<file path="src/rtl/vx_core_rsp_batcher.sv">
// ---------------------------------------------------------------------------
// vx_core_rsp_batcher
//
// Merges per-bank, per-port cache responses into core response beats.
// Each cycle one leader slot is chosen by scanning banks round-robin
// (starting at rr_ptr) and ports low-to-high. Every pending slot whose
// tag ID matches the leader's ID joins the beat, unless its destination lane
// is already claimed earlier in the scan. In that case the slot stays pending
// for a later beat and the collision is counted.
//
// Ports:
//   clk, reset                 clock, synchronous active-high reset
//   per_bank_core_rsp_valid    [NUM_BANKS]   bank presents an entry
//   per_bank_core_rsp_pmask    [NB*NP]       active ports of each entry
//   per_bank_core_rsp_data     [NB*NP*W]     port data
//   per_bank_core_rsp_tid      [NB*NP*TIDW]  destination lane per port
//   per_bank_core_rsp_tag      [NB*NP*TAGW]  tag per port
//   per_bank_core_rsp_ready    [NUM_BANKS]   entry fully consumed (pop)
//   core_rsp_valid/tmask/tag/data/ready      core response beat
//   perf_collisions            saturating count of beats with a collision
//
// Slot index convention: slot = bank*NUM_PORTS + port.
// ---------------------------------------------------------------------------
module vx_core_rsp_batcher #(
    parameter int NUM_REQS         = 4,
    parameter int NUM_BANKS        = 4,
    parameter int NUM_PORTS        = 2,
    parameter int WORD_SIZE        = 4,
    parameter int CORE_TAG_WIDTH   = 8,
    parameter int CORE_TAG_ID_BITS = 2,
    parameter int OUT_REG          = 1,
    parameter int PERF_CTR_BITS    = 16
) (
    input  logic                                                  clk,
    input  logic                                                  reset,
    input  logic [NUM_BANKS-1:0]                                  per_bank_core_rsp_valid,
    input  logic [NUM_BANKS*NUM_PORTS-1:0]                        per_bank_core_rsp_pmask,
    input  logic [NUM_BANKS*NUM_PORTS*8*WORD_SIZE-1:0]            per_bank_core_rsp_data,
    input  logic [NUM_BANKS*NUM_PORTS*$clog2(NUM_REQS)-1:0]       per_bank_core_rsp_tid,
    input  logic [NUM_BANKS*NUM_PORTS*CORE_TAG_WIDTH-1:0]         per_bank_core_rsp_tag,
    output logic [NUM_BANKS-1:0]                                  per_bank_core_rsp_ready,
    output logic                                                  core_rsp_valid,
    output logic [NUM_REQS-1:0]                                   core_rsp_tmask,
    output logic [CORE_TAG_WIDTH-1:0]                             core_rsp_tag,
    output logic [NUM_REQS*8*WORD_SIZE-1:0]                       core_rsp_data,
    input  logic                                                  core_rsp_ready,
    output logic [PERF_CTR_BITS-1:0]                              perf_collisions
);

    localparam int WORD_W = 8 * WORD_SIZE;
    localparam int TID_W  = $clog2(NUM_REQS);
    localparam int BANK_W = $clog2(NUM_BANKS);
    localparam int NSLOTS = NUM_BANKS * NUM_PORTS;
    localparam int SLOT_W = $clog2(NSLOTS);

    // ------------------------------------------------------------------
    // Slot unpacking
    // ------------------------------------------------------------------
    logic [WORD_W-1:0]           slot_data [NSLOTS];
    logic [TID_W-1:0]            slot_tid  [NSLOTS];
    logic [CORE_TAG_WIDTH-1:0]   slot_tag  [NSLOTS];
    logic [CORE_TAG_ID_BITS-1:0] slot_id   [NSLOTS];
    logic [NSLOTS-1:0]           slot_pend;

    logic [NSLOTS-1:0]           sent_reg;
    logic [NSLOTS-1:0]           sent_next;
    logic [BANK_W-1:0]           rr_ptr_reg;
    logic [PERF_CTR_BITS-1:0]    perf_reg;

    genvar gi;
    generate
        for (gi = 0; gi < NSLOTS; gi++) begin : g_slot
            assign slot_data[gi] = per_bank_core_rsp_data[gi*WORD_W +: WORD_W];
            assign slot_tid[gi]  = per_bank_core_rsp_tid[gi*TID_W +: TID_W];
            assign slot_tag[gi]  = per_bank_core_rsp_tag[gi*CORE_TAG_WIDTH +: CORE_TAG_WIDTH];
            assign slot_id[gi]   = slot_tag[gi][CORE_TAG_ID_BITS-1:0];
            assign slot_pend[gi] = per_bank_core_rsp_valid[gi / NUM_PORTS]
                                 & per_bank_core_rsp_pmask[gi]
                                 & ~sent_reg[gi];
        end
    endgenerate

    // Bank visited at scan position k, counting from the round-robin pointer.
    function automatic logic [BANK_W-1:0] scan_bank(input logic [BANK_W-1:0] rr, input int k);
        int b;
        b = (int'(rr) + k) % NUM_BANKS;
        return BANK_W'(b);
    endfunction

    function automatic logic [SLOT_W-1:0] scan_slot(input logic [BANK_W-1:0] rr, input int k,
                                                   input int p);
        int b;
        b = (int'(rr) + k) % NUM_BANKS;
        return SLOT_W'(b * NUM_PORTS + p);
    endfunction

    // ------------------------------------------------------------------
    // Leader selection: first pending slot in round-robin scan order
    // ------------------------------------------------------------------
    logic                  leader_found;
    logic [SLOT_W-1:0]     leader_slot;
    logic [BANK_W-1:0]     leader_bank;

    always_comb begin
        leader_found = 1'b0;
        leader_slot  = '0;
        leader_bank  = '0;
        for (int k = 0; k < NUM_BANKS; k++) begin
            for (int p = 0; p < NUM_PORTS; p++) begin
                if (!leader_found && slot_pend[scan_slot(rr_ptr_reg, k, p)]) begin
                    leader_found = 1'b1;
                    leader_slot  = scan_slot(rr_ptr_reg, k, p);
                    leader_bank  = scan_bank(rr_ptr_reg, k);
                end
            end
        end
    end

    // ------------------------------------------------------------------
    // Batch gathering. The scan order matches leader selection, so the
    // leader always claims its lane first; later members that hit an
    // already-claimed lane are left pending (collision).
    // ------------------------------------------------------------------
    logic [CORE_TAG_ID_BITS-1:0]       leader_id;
    logic [NUM_REQS-1:0]               lanes_used;
    logic [NSLOTS-1:0]                 claimed;
    logic                              collision;
    logic [NUM_REQS-1:0][WORD_W-1:0]   stage_data;

    assign leader_id = slot_id[leader_slot];

    always_comb begin
        logic [SLOT_W-1:0] s;
        s          = '0;
        lanes_used = '0;
        claimed    = '0;
        collision  = 1'b0;
        stage_data = '0;
        for (int k = 0; k < NUM_BANKS; k++) begin
            for (int p = 0; p < NUM_PORTS; p++) begin
                s = scan_slot(rr_ptr_reg, k, p);
                if (leader_found && slot_pend[s] && (slot_id[s] == leader_id)) begin
                    if (lanes_used[slot_tid[s]]) begin
                        collision = 1'b1;
                    end else begin
                        lanes_used[slot_tid[s]] = 1'b1;
                        claimed[s]              = 1'b1;
                        stage_data[slot_tid[s]] = slot_data[s];
                    end
                end
            end
        end
    end

    logic                      stage_valid;
    logic                      stage_ready;
    logic [NUM_REQS-1:0]       stage_tmask;
    logic [CORE_TAG_WIDTH-1:0] stage_tag;
    logic                      fire;

    assign stage_valid = |slot_pend;
    assign stage_tmask = lanes_used;
    assign stage_tag   = slot_tag[leader_slot];
    assign fire        = stage_valid & stage_ready;

    // ------------------------------------------------------------------
    // Per-bank completion and sent-mask bookkeeping
    // ------------------------------------------------------------------
    logic [NSLOTS-1:0]    sent_reg_next;
    logic [NUM_BANKS-1:0] bank_done;

    assign sent_next = sent_reg | claimed;

    generate
        for (gi = 0; gi < NUM_BANKS; gi++) begin : g_bank
            // A bank pops only on a beat it contributed to and once every
            // active port has been delivered.
            assign bank_done[gi] = fire
                                 & (|claimed[gi*NUM_PORTS +: NUM_PORTS])
                                 & (sent_next[gi*NUM_PORTS +: NUM_PORTS]
                                    == per_bank_core_rsp_pmask[gi*NUM_PORTS +: NUM_PORTS]);

            assign sent_reg_next[gi*NUM_PORTS +: NUM_PORTS] =
                !fire         ? sent_reg[gi*NUM_PORTS +: NUM_PORTS] :
                bank_done[gi] ? {NUM_PORTS{1'b0}} :
                                sent_next[gi*NUM_PORTS +: NUM_PORTS];

            assign per_bank_core_rsp_ready[gi] = bank_done[gi];

            // An entry with no active ports could never be popped.
            a_pmask_nonzero : assert property (@(posedge clk) disable iff (reset)
                per_bank_core_rsp_valid[gi] |-> (|per_bank_core_rsp_pmask[gi*NUM_PORTS +: NUM_PORTS]));
        end
    endgenerate

    always_ff @(posedge clk) begin
        if (reset) begin
            sent_reg   <= '0;
            rr_ptr_reg <= '0;
            perf_reg   <= '0;
        end else begin
            sent_reg <= sent_reg_next;
            if (fire) begin
                rr_ptr_reg <= (leader_bank == BANK_W'(NUM_BANKS - 1)) ? '0
                                                                       : leader_bank + BANK_W'(1);
            end
            if (fire && collision && (perf_reg != {PERF_CTR_BITS{1'b1}})) begin
                perf_reg <= perf_reg + PERF_CTR_BITS'(1);
            end
        end
    end

    assign perf_collisions = perf_reg;

    // ------------------------------------------------------------------
    // Output stage
    // ------------------------------------------------------------------
    generate
        if (OUT_REG != 0) begin : g_skid
            // Two entries let the batcher keep firing every cycle while a
            // beat is being accepted, with one cycle of latency.
            logic [NUM_REQS-1:0]        buf_tmask [2];
            logic [CORE_TAG_WIDTH-1:0]  buf_tag   [2];
            logic [NUM_REQS*WORD_W-1:0] buf_data  [2];
            logic                       wr_ptr_reg;
            logic                       rd_ptr_reg;
            logic [1:0]                 count_reg;
            logic                       push;
            logic                       pop;

            assign push        = fire;
            assign pop         = (count_reg != 2'd0) & core_rsp_ready;
            assign stage_ready = (count_reg != 2'd2);

            always_ff @(posedge clk) begin
                if (push) begin
                    buf_tmask[wr_ptr_reg] <= stage_tmask;
                    buf_tag[wr_ptr_reg]   <= stage_tag;
                    buf_data[wr_ptr_reg]  <= stage_data;
                end
            end

            always_ff @(posedge clk) begin
                if (reset) begin
                    wr_ptr_reg <= 1'b0;
                    rd_ptr_reg <= 1'b0;
                    count_reg  <= 2'd0;
                end else begin
                    if (push) begin
                        wr_ptr_reg <= ~wr_ptr_reg;
                    end
                    if (pop) begin
                        rd_ptr_reg <= ~rd_ptr_reg;
                    end
                    count_reg <= count_reg + {1'b0, push} - {1'b0, pop};
                end
            end

            assign core_rsp_valid = (count_reg != 2'd0);
            assign core_rsp_tmask = buf_tmask[rd_ptr_reg];
            assign core_rsp_tag   = buf_tag[rd_ptr_reg];
            assign core_rsp_data  = buf_data[rd_ptr_reg];
        end else begin : g_pass
            assign stage_ready    = core_rsp_ready;
            assign core_rsp_valid = stage_valid;
            assign core_rsp_tmask = stage_tmask;
            assign core_rsp_tag   = stage_tag;
            assign core_rsp_data  = stage_data;
        end
    endgenerate

endmodule

</file>
<file path="config.mk">
export PLATFORM = sky130hd
export DESIGN_NAME = vx_core_rsp_batcher
export DESIGN_NICKNAME = d
export VERILOG_FILES = /design/src/rtl/vx_core_rsp_batcher.sv
export SDC_FILE = /design/constraint.sdc
export NUM_CORES = 1
export LEC_CHECK = 0
export ABC_CLOCK_PERIOD_IN_PS = 11700
export CAP_MARGIN = 20
export CORE_AREA = 2 2 266 268
export DETAILED_ROUTE_END_ITERATION = 6
export DIE_AREA = 0 0 268 270
export SYNTH_ARGS = -nofsm -noshare
export SYNTH_HDL_FRONTEND = slang
export SYNTH_SLANG_ARGS = --single-unit
</file>
<file path="constraint.sdc">
create_clock -name clk -period 11.7 [get_ports clk]
set_clock_uncertainty 0.2 [all_clocks]
set_input_delay 2.34 -clock clk [delete_from_list [all_inputs] [get_ports clk]]
set_output_delay 2.34 -clock clk [all_outputs]
set_load 0.05 [all_outputs]
</file>
== Word level (Yosys, flattened, before mapping) ==
Memories as Yosys holds them, arrays and structs flattened. A register that Yosys moved wholly into a read port is not among the register bits.
Cells that the tools add are included.
Storage, ports and cells
  memory bits (writable): 280
  output and inout port bits: 161
  memories: 3
  register bits: 30
  input bits: 351
  logic and storage cells: 457
Memory list
  g_skid.buf_data: words 2, bits a word 128, read ports 1, clocked after memory_dff 1, wr ports 1, RTL line 224  | logic [NUM_REQS*WORD_W-1:0] buf_data [2];
  g_skid.buf_tag: words 2, bits a word 8, read ports 1, clocked after memory_dff 1, wr ports 1, RTL line 223  | logic [CORE_TAG_WIDTH-1:0] buf_tag [2];
  g_skid.buf_tmask: words 2, bits a word 4, read ports 1, clocked after memory_dff 1, wr ports 1, RTL line 222  | logic [NUM_REQS-1:0] buf_tmask [2];
Operators by class
  add/subtract/negate cells: 11
  order comparisons: 41
  equal/unequal tests: 15
  bitwise gates (word level): 61
  muxes and demuxes: 266
  reductions and logical operators: 54
Operator list (number)
  two-way mux 128 bit: 16
  bitwise mux 128 bit: 7
  binary-select mux 32 bit (select 3 bit): 8
  two-way mux 32 bit: 24
  demux 32 bit (select 2 bit): 8
  AND 128 bit: 1
  two-way mux 8 bit: 16
  binary-select mux 2 bit (select 3 bit): 17
  two-way mux 2 bit: 47
  two-way mux 1 bit: 64
  two-way mux 4 bit: 16
  logical AND 1 bit: 41
  OR 8 bit: 5
  >= comparator 4 bit, second input constant: 9
  NOT 3 -> 4 bit: 9
  less-than comparator 3 x 4 -> 1 bit, second input constant: 8
  OR 4 bit: 7
  AND 1 bit: 26
  binary-select mux 1 bit (select 2 bit): 12
  binary-select mux 8 bit (select 3 bit): 1
  demux 1 bit (select 2 bit): 12
  equality test 2 bit: 12
  >= comparator 3 x 1 -> 1 bit, second input constant: 8
  less-than comparator 2 x 3 -> 1 bit, second input constant: 8
  other kinds (21): 66

== Longest topological paths before layout ==
Gate-level depths: netlist (run 1).
  depth after elaboration: 65
  depth in mapped cells: 34
  gate-level depth less buffers: 21

== Least setup slack after synthesis (run 1) ==
Ideal clock, no wire load.
  path type: register to output
  start point: reg rr_ptr_reg[1]
  end point: out per_bank_core_rsp_ready[3]
  arrival time: 7964 ps
  data required time: 9160 ps
  path slack: 1196 ps
  stages on the path, launching flop included: 34
  buffers on the path: 12
  cells stage by stage: dfxtp_1 -> buf_4 -> inv_2 -> clkbuf_1 -> buf_1 -> clkbuf_1 -> clkbuf_1 -> clkbuf_1 -> ha_1 -> buf_2 -> or2_2 -> o22ai_1 -> or2_1 -> o21ai_1 -> a221o_1 -> and2_1 -> buf_4 -> a2111oi_0 -> a211o_1 -> buf_6 -> inv_6 -> mux2i_4 -> or4_1 -> buf_2 -> and4_4 -> buf_6 -> o21a_1 -> buf_6 -> o31a_1 -> a221oi_2 -> a21boi_0 -> nor2_1 -> a22oi_1 -> a21oi_1
Between the ends
  longest elaborated chain between the ends: 62
  elaborated cells between the ends (all ways): 276
  classes of those cells: 7 x add/sub; 30 x order compare; 9 x eq/ne; 159 x mux; 25 x bitwise; 46 x reduce/logical
RTL lines
  from (decl): RTL line 67  | logic [BANK_W-1:0] rr_ptr_reg;
  from (signal assigned): RTL line 204  | rr_ptr_reg <= (leader_bank == BANK_W'(NUM_BANKS - 1)) ? '0
  branches (longest 23 deep; another with adder 3 x 1 -> 3 bit)
  two-way mux 3 bit (*): RTL line 110  | if (!leader_found && slot_pend[scan_slot(rr_ptr_reg, k, p)]) begin
  NOT 3 -> 4 bit (implied by the code) (*): RTL line 130  | assign leader_id = slot_id[leader_slot];
  binary-select mux 2 bit (select 3 bit) (*): RTL line 130
  two-way mux 2 bit (implied by the code) (*) (2 in series): RTL line 130
  via leader_id[0]: RTL line 124  | logic [CORE_TAG_ID_BITS-1:0] leader_id;
  equality test 2 bit: RTL line 142  | if (leader_found && slot_pend[s] && (slot_id[s] == leader_id)) begin
  logical AND 1 bit: RTL line 142
  [... 24 more ...]
  two-way mux 4 bit: RTL line 142
  binary-select mux 1 bit (select 2 bit): RTL line 143  | if (lanes_used[slot_tid[s]]) begin
  two-way mux 1 bit (implied by the code): RTL line 143
  two-way mux 8 bit: RTL line 143
  two-way mux 8 bit (*): RTL line 142
  OR 8 bit or OR reduction 2 bit (tied branches): RTL line 172, 179
  equality test 2 bit or AND 1 bit (tied branches): RTL line 181, 179
  AND 1 bit (*): RTL line 180  | & (sent_next[gi*NUM_PORTS +: NUM_PORTS]
  to (decl): RTL line 41  | output logic [NUM_BANKS-1:0] per_bank_core_rsp_ready,
Mark *: on every way through the listed nets, which the timed path passes. The select of a mux whose other input is x is not followed.

== Worst setup path after layout (run 1) ==
  start point: in per_bank_core_rsp_pmask[6]
  end point: out per_bank_core_rsp_ready[2]
Between the ends
  longest elaborated chain between the ends: 64
  elaborated cells between the ends (all ways): 138
  classes of those cells: 9 x eq/ne; 77 x mux; 20 x bitwise; 32 x reduce/logical
RTL lines
  from (decl): RTL line 37  | input logic [NUM_BANKS*NUM_PORTS-1:0] per_bank_core_rsp_pmask,
  AND 1 bit (*): RTL line 78  | & per_bank_core_rsp_pmask[gi]
  AND 1 bit (*): RTL line 79  | & ~sent_reg[gi];
  binary-select mux 1 bit (select 2 bit): RTL line 110
  two-way mux 1 bit (implied by the code): RTL line 110
  two-way mux 1 bit: RTL line 110
  logical NOT 1 bit: RTL line 110
  logical AND 1 bit: RTL line 110
  two-way mux 1 bit: RTL line 110
  [... 22 more ...]
  via leader_id[0]: RTL line 124
  [... 26 more ...]
  two-way mux 4 bit: RTL line 142
  binary-select mux 1 bit (select 2 bit): RTL line 143
  two-way mux 1 bit (implied by the code): RTL line 143
  two-way mux 8 bit: RTL line 143
  two-way mux 8 bit (*): RTL line 142
  OR 8 bit or OR reduction 2 bit (tied branches): RTL line 172, 179
  equality test 2 bit or AND 1 bit (tied branches): RTL line 181, 179
  AND 1 bit (*): RTL line 180
Mark *: on every way through the listed nets, which the timed path passes. The rest lies on a longest branch. The select of a mux whose other input is x is not followed.

==> run_summary.xml, run 1 <==
<?xml version="1.0" encoding="UTF-8"?>
<metrics>
  <group name="run_status">
    <metric name="outcome" unit="">finished with violations</metric>
    <metric name="failed_checks" unit="">DRC</metric>
  </group>
  <group name="clocking">
    <metric name="clkLatencyLatePin" unit="ps">570</metric>
    <metric name="htreeDepth" unit="">2</metric>
    <metric name="cts_tree" unit="">built</metric>
    <metric name="clock-root-buffer" unit="">clkbuf_16</metric>
    <metric name="tritoncts.num_buffers" unit="">39</metric>
    <metric name="clk_pin_slew_worst_paths" unit="ps">60</metric>
    <metric name="cts_setup_buffers" unit="">0</metric>
    <metric name="numClockSinks" unit="">311</metric>
    <metric name="cts-root-to-sink-buffers" unit="">3</metric>
  </group>
  <group name="sta">
    <metric name="final_cycle_share" unit="">0.9624</metric>
    <metric name="max_slew_margin" unit="">0.1841</metric>
    <metric name="timing.final.hold_violations" unit="">0</metric>
    <metric name="setup_viol_count_final" unit="">0</metric>
    <metric name="rsz_0062_raised_after_global_routing" unit="">false</metric>
    <metric name="top_achievable_clock_speed" unit="MHz">88.81</metric>
    <metric name="final-max-slew-violation-count" unit="">0</metric>
    <metric name="fin_tns_setup" unit="ps">0</metric>
    <metric name="period_needed" unit="ps">11260</metric>
    <metric name="holdWs" unit="ps">294.1</metric>
    <metric name="tightestPinTransition" unit="ps">1220</metric>
    <metric name="timing.final.ws_setup" unit="ps">440.2</metric>
  </group>
  <group name="placement">
    <metric name="estimated_wirelength_of_the_detail_placed_design" unit="mm">76.02</metric>
    <metric name="preCtsSetupSlack" unit="ps">349.8</metric>
    <metric name="portBuffers" unit="">511</metric>
    <metric name="gp_routability_congestion" unit="">0.9337</metric>
    <metric name="post-place-cells" unit="">3780</metric>
  </group>
  <group name="routing">
    <metric name="detailroute.via_count" unit="">26222</metric>
    <metric name="initialDrtViolationCount" unit="">3434</metric>
    <metric name="antenna_left" unit="">0</metric>
    <metric name="dr.pass1.iters" unit="">7</metric>
    <metric name="remaining_drc_errors" unit="">1</metric>
    <metric name="wl_per_cell" unit="um">29.68</metric>
    <metric name="route.detailed.vias_per_inst" unit="">6.783</metric>
    <metric name="wirelength" unit="mm">114.8</metric>
  </group>
  <group name="flow_run">
    <metric name="max-cap-violations" unit="">0</metric>
  </group>
  <group name="logic_synthesis">
    <metric name="share_of_flip_flops_with_an_asynchronous_set_or_reset_after_synthesis" unit="">0</metric>
    <metric name="synthXorXnorAreaFrac" unit="">0.01201</metric>
    <metric name="number_of_register_bits_inferred_by_synthesis" unit="">311</metric>
    <metric name="ys.warnings.count" unit="">0</metric>
    <metric name="synth_compound_area_frac" unit="">0.2370</metric>
    <metric name="seq_area_frac_synth" unit="">0.3438</metric>
    <metric name="yosys.area_share.adder" unit="">0.003335</metric>
    <metric name="yosys-mux-area-fraction" unit="">0.2619</metric>
    <metric name="number_of_synthesized_flops_with_an_enable_pin" unit="">280</metric>
    <metric name="synth_area_per_cell" unit="um^2">10.51</metric>
    <metric name="synth_simple_gate_area_share" unit="">0.09686</metric>
    <metric name="synthesis.area" unit="mm^2">0.02626</metric>
    <metric name="syn_nets" unit="">2857</metric>
    <metric name="postSynthCellCount" unit="">2499</metric>
    <metric name="ys_dominant_reg_cell" unit="">edfxtp_1</metric>
    <metric name="synth_top_family_by_area" unit="">multiplexers</metric>
    <metric name="synthDistinctLibCells" unit="">86</metric>
  </group>
  <group name="cells_and_area">
    <metric name="fillCellCount" unit="">6244</metric>
    <metric name="final_net_count" unit="">3239</metric>
    <metric name="register_area" unit="mm^2">0.009040</metric>
    <metric name="largest_register_ffs" unit="">256</metric>
    <metric name="multiInputGateArea" unit="mm^2">0.01624</metric>
    <metric name="finalNonFillerCells" unit="">3866</metric>
    <metric name="final_util" unit="">0.4858</metric>
    <metric name="largest_register" unit="">g_skid.buf_data</metric>
    <metric name="share_of_post_route_cells_with_drive_strength_above_1" unit="">0.1978</metric>
    <metric name="flow.area_growth_from_synthesis" unit="%">28.66</metric>
  </group>
  <group name="global_route">
    <metric name="antenna_found_initial" unit="">16</metric>
    <metric name="pin_count_of_the_biggest_net_entering_global_routing" unit="">163</metric>
    <metric name="grtUsageTotal" unit="">0.3058</metric>
    <metric name="grt_remaining_overflow" unit="">0</metric>
    <metric name="grt_first_pass_wirelength" unit="mm">166.5</metric>
    <metric name="grt_pass1_vias" unit="">25827</metric>
  </group>
  <group name="floorplanning">
    <metric name="placement_rows" unit="">97</metric>
    <metric name="initial_core_utilization" unit="">0.3776</metric>
    <metric name="die_w" unit="um">268</metric>
    <metric name="io-pin-count" unit="">512</metric>
    <metric name="die_height" unit="um">270</metric>
    <metric name="floorplan.core_area" unit="mm^2">0.06954</metric>
    <metric name="fp.dieArea" unit="mm^2">0.07236</metric>
  </group>
  <group name="setup_path">
    <metric name="setup.worst_path.class" unit="">primary input to output pin</metric>
    <metric name="crit_fanout" unit="">10</metric>
    <metric name="timing.critical_path.to_type" unit="">output pin</metric>
    <metric name="cp-start-kind" unit="">primary input</metric>
    <metric name="worst_ep_arrival_time" unit="ps">8720</metric>
    <metric name="worst-endpoint-required" unit="ps">9160</metric>
  </group>
  <group name="power">
    <metric name="pwr_density_cell" unit="mW/mm^2">337.5</metric>
    <metric name="vdd_ir_drop_max" unit="mV">0.3948</metric>
    <metric name="leakage" unit="nW">11.54</metric>
  </group>
  <group name="min_path">
    <metric name="timing.hold.worst.class" unit="">flop to flop</metric>
  </group>
</metrics>
[Yosys cell counts (13+ instances only)]
master | number | area share
and3_1 | 17 | 0.0040
a2111oi_0 | 13 | 0.0043
nand4_1 | 19 | 0.0045
clkbuf_1 | 191 | 0.027
o221ai_1 | 63 | 0.021
mux2_2 | 215 | 0.092
o21ai_0 | 197 | 0.038
xor2_1 | 15 | 0.0050
o22ai_1 | 137 | 0.033
nand3_1 | 46 | 0.0088
nor2b_1 | 13 | 0.0031
a221oi_1 | 161 | 0.054
mux4_2 | 152 | 0.13
edfxtp_1 | 280 | 0.32
dfxtp_1 | 31 | 0.024
a21oi_1 | 33 | 0.0063
nand3b_1 | 13 | 0.0037
nor2_1 | 75 | 0.011
nor3_1 | 21 | 0.0040
nand2_1 | 266 | 0.038
inv_1 | 57 | 0.0081
xnor2_1 | 21 | 0.0070
o31a_1 | 32 | 0.011
a221o_1 | 100 | 0.038
buf_1 | 31 | 0.0044
mux2i_1 | 101 | 0.038
[per-stage QoR]
| stage | instance area, um^2 | power (mW) |
|---|---|---|
| CTS | 33720 | 11.31 |
| floorplan | 26260 | 7.615 |
| detailed placement | 32370 | 9.983 |
| global route | 33780 | 11.93 |
| finish | 33790 | 11.40 |
| global placement | 32370 | 9.864 |
[layout make-up]
class                      count  share of cell area
antenna                       14            0.001037
clock buffer                  48             0.03174
clock inverter                24            0.008295
inverter                      59            0.006777
multi-input combinational   1890              0.4808
sequential                   311              0.2676
tap                          940             0.03481
timing repair buffer         580              0.1690
[worst max-delay path, stage by stage]
cell	delay [ps]
clkdlybuf4s50_1	610
nand3b_1	250
mux4_2	630
nand2_1	140
nor3_2	80
a221o_1	390
and2_1	320
a2111oi_1	450
a211o_1	240
inv_6	70
mux2i_4	210
or4_4	620
a21oi_2	230
nand3_1	210
o21a_1	320
and3_2	270
o31a_1	330
or2_1	280
nor3_1	290
o32a_1	240
buf_12	150
[cell usage in the layout (no fill, tap or decap), types with 11 or more instances in the layout]
cell / synthesis / layout
clkdlybuf4s50_1: 0 / 507
edfxtp_1: 280 / 280
nand2_1: 266 / 262
mux2_2: 215 / 215
o21ai_0: 197 / 197
a221oi_1: 161 / 161
mux4_2: 152 / 152
o22ai_1: 137 / 137
mux2i_1: 101 / 101
a221o_1: 100 / 100
nor2_1: 75 / 67
buf_4: 5 / 66
o221ai_1: 63 / 63
inv_1: 57 / 57
nand3_1: 46 / 43
clkbuf_16: 0 / 41
o31a_1: 32 / 32
a21oi_1: 33 / 31
dfxtp_1: 31 / 28
xnor2_1: 21 / 21
nand4_1: 19 / 19
nor3_1: 21 / 19
xor2_1: 15 / 15
diode_2: 0 / 14
and3_1: 17 / 14
nand3b_1: 13 / 13
nor2b_1: 13 / 12
and2_1: 12 / 11
a2111oi_0: 13 / 11
[what timing repair did]
item,CTS,global route
setup endpoints to repair,0,4
gates resized for setup,0,8
hold buffers,0,0
[kinds of logic after synthesis]
logic type / count (synthesis)
AO/OA/AOI/OAI: 837
XOR/XNOR: 36
flip-flops: 311
buffers and inverters: 298
adder cells (fa/ha/maj): 7
multiplexers: 469
AND/OR/NAND/NOR: 541
[power by group]
part           internal, mW  switching (mW)
Sequential             2.13           0.172
Combinational          2.80            5.02
Clock                 0.768           0.514
Total                  5.70            5.71
[worst paths after layout]
check	slack, ps	to	depth (start not counted)	from
setup / recovery	440	per_bank_core_rsp_ready[2]	21	per_bank_core_rsp_pmask[6]
hold / removal	290	flop	2	g_skid.rd_ptr_reg
setup reg to reg	2880	g_skid.buf_data[0][98]	21	rr_ptr_reg[1]
hold reg to reg	290	flop	2	g_skid.rd_ptr_reg
[layer usage]
| layer | vias up | routed length [um] | track usage |
|---|---|---|---|
| met5 | - | 27 | 0 |
| met4 | 4 | 5878 | 0.1472 |
| met3 | 437 | 12280 | 0.07185 |
| met2 | 1822 | 53420 | 0.4938 |
| met1 | 12838 | 43150 | 0.3839 |
| li1 | 11121 | - | - |
Power figures use the tool's default switching activity.
==> run 2, diff against run 1 <==
SLEW_MARGIN = 20   (was default)
==> results of run 2 <==
Final layout, timing and power as in run 1 (identical DEF).
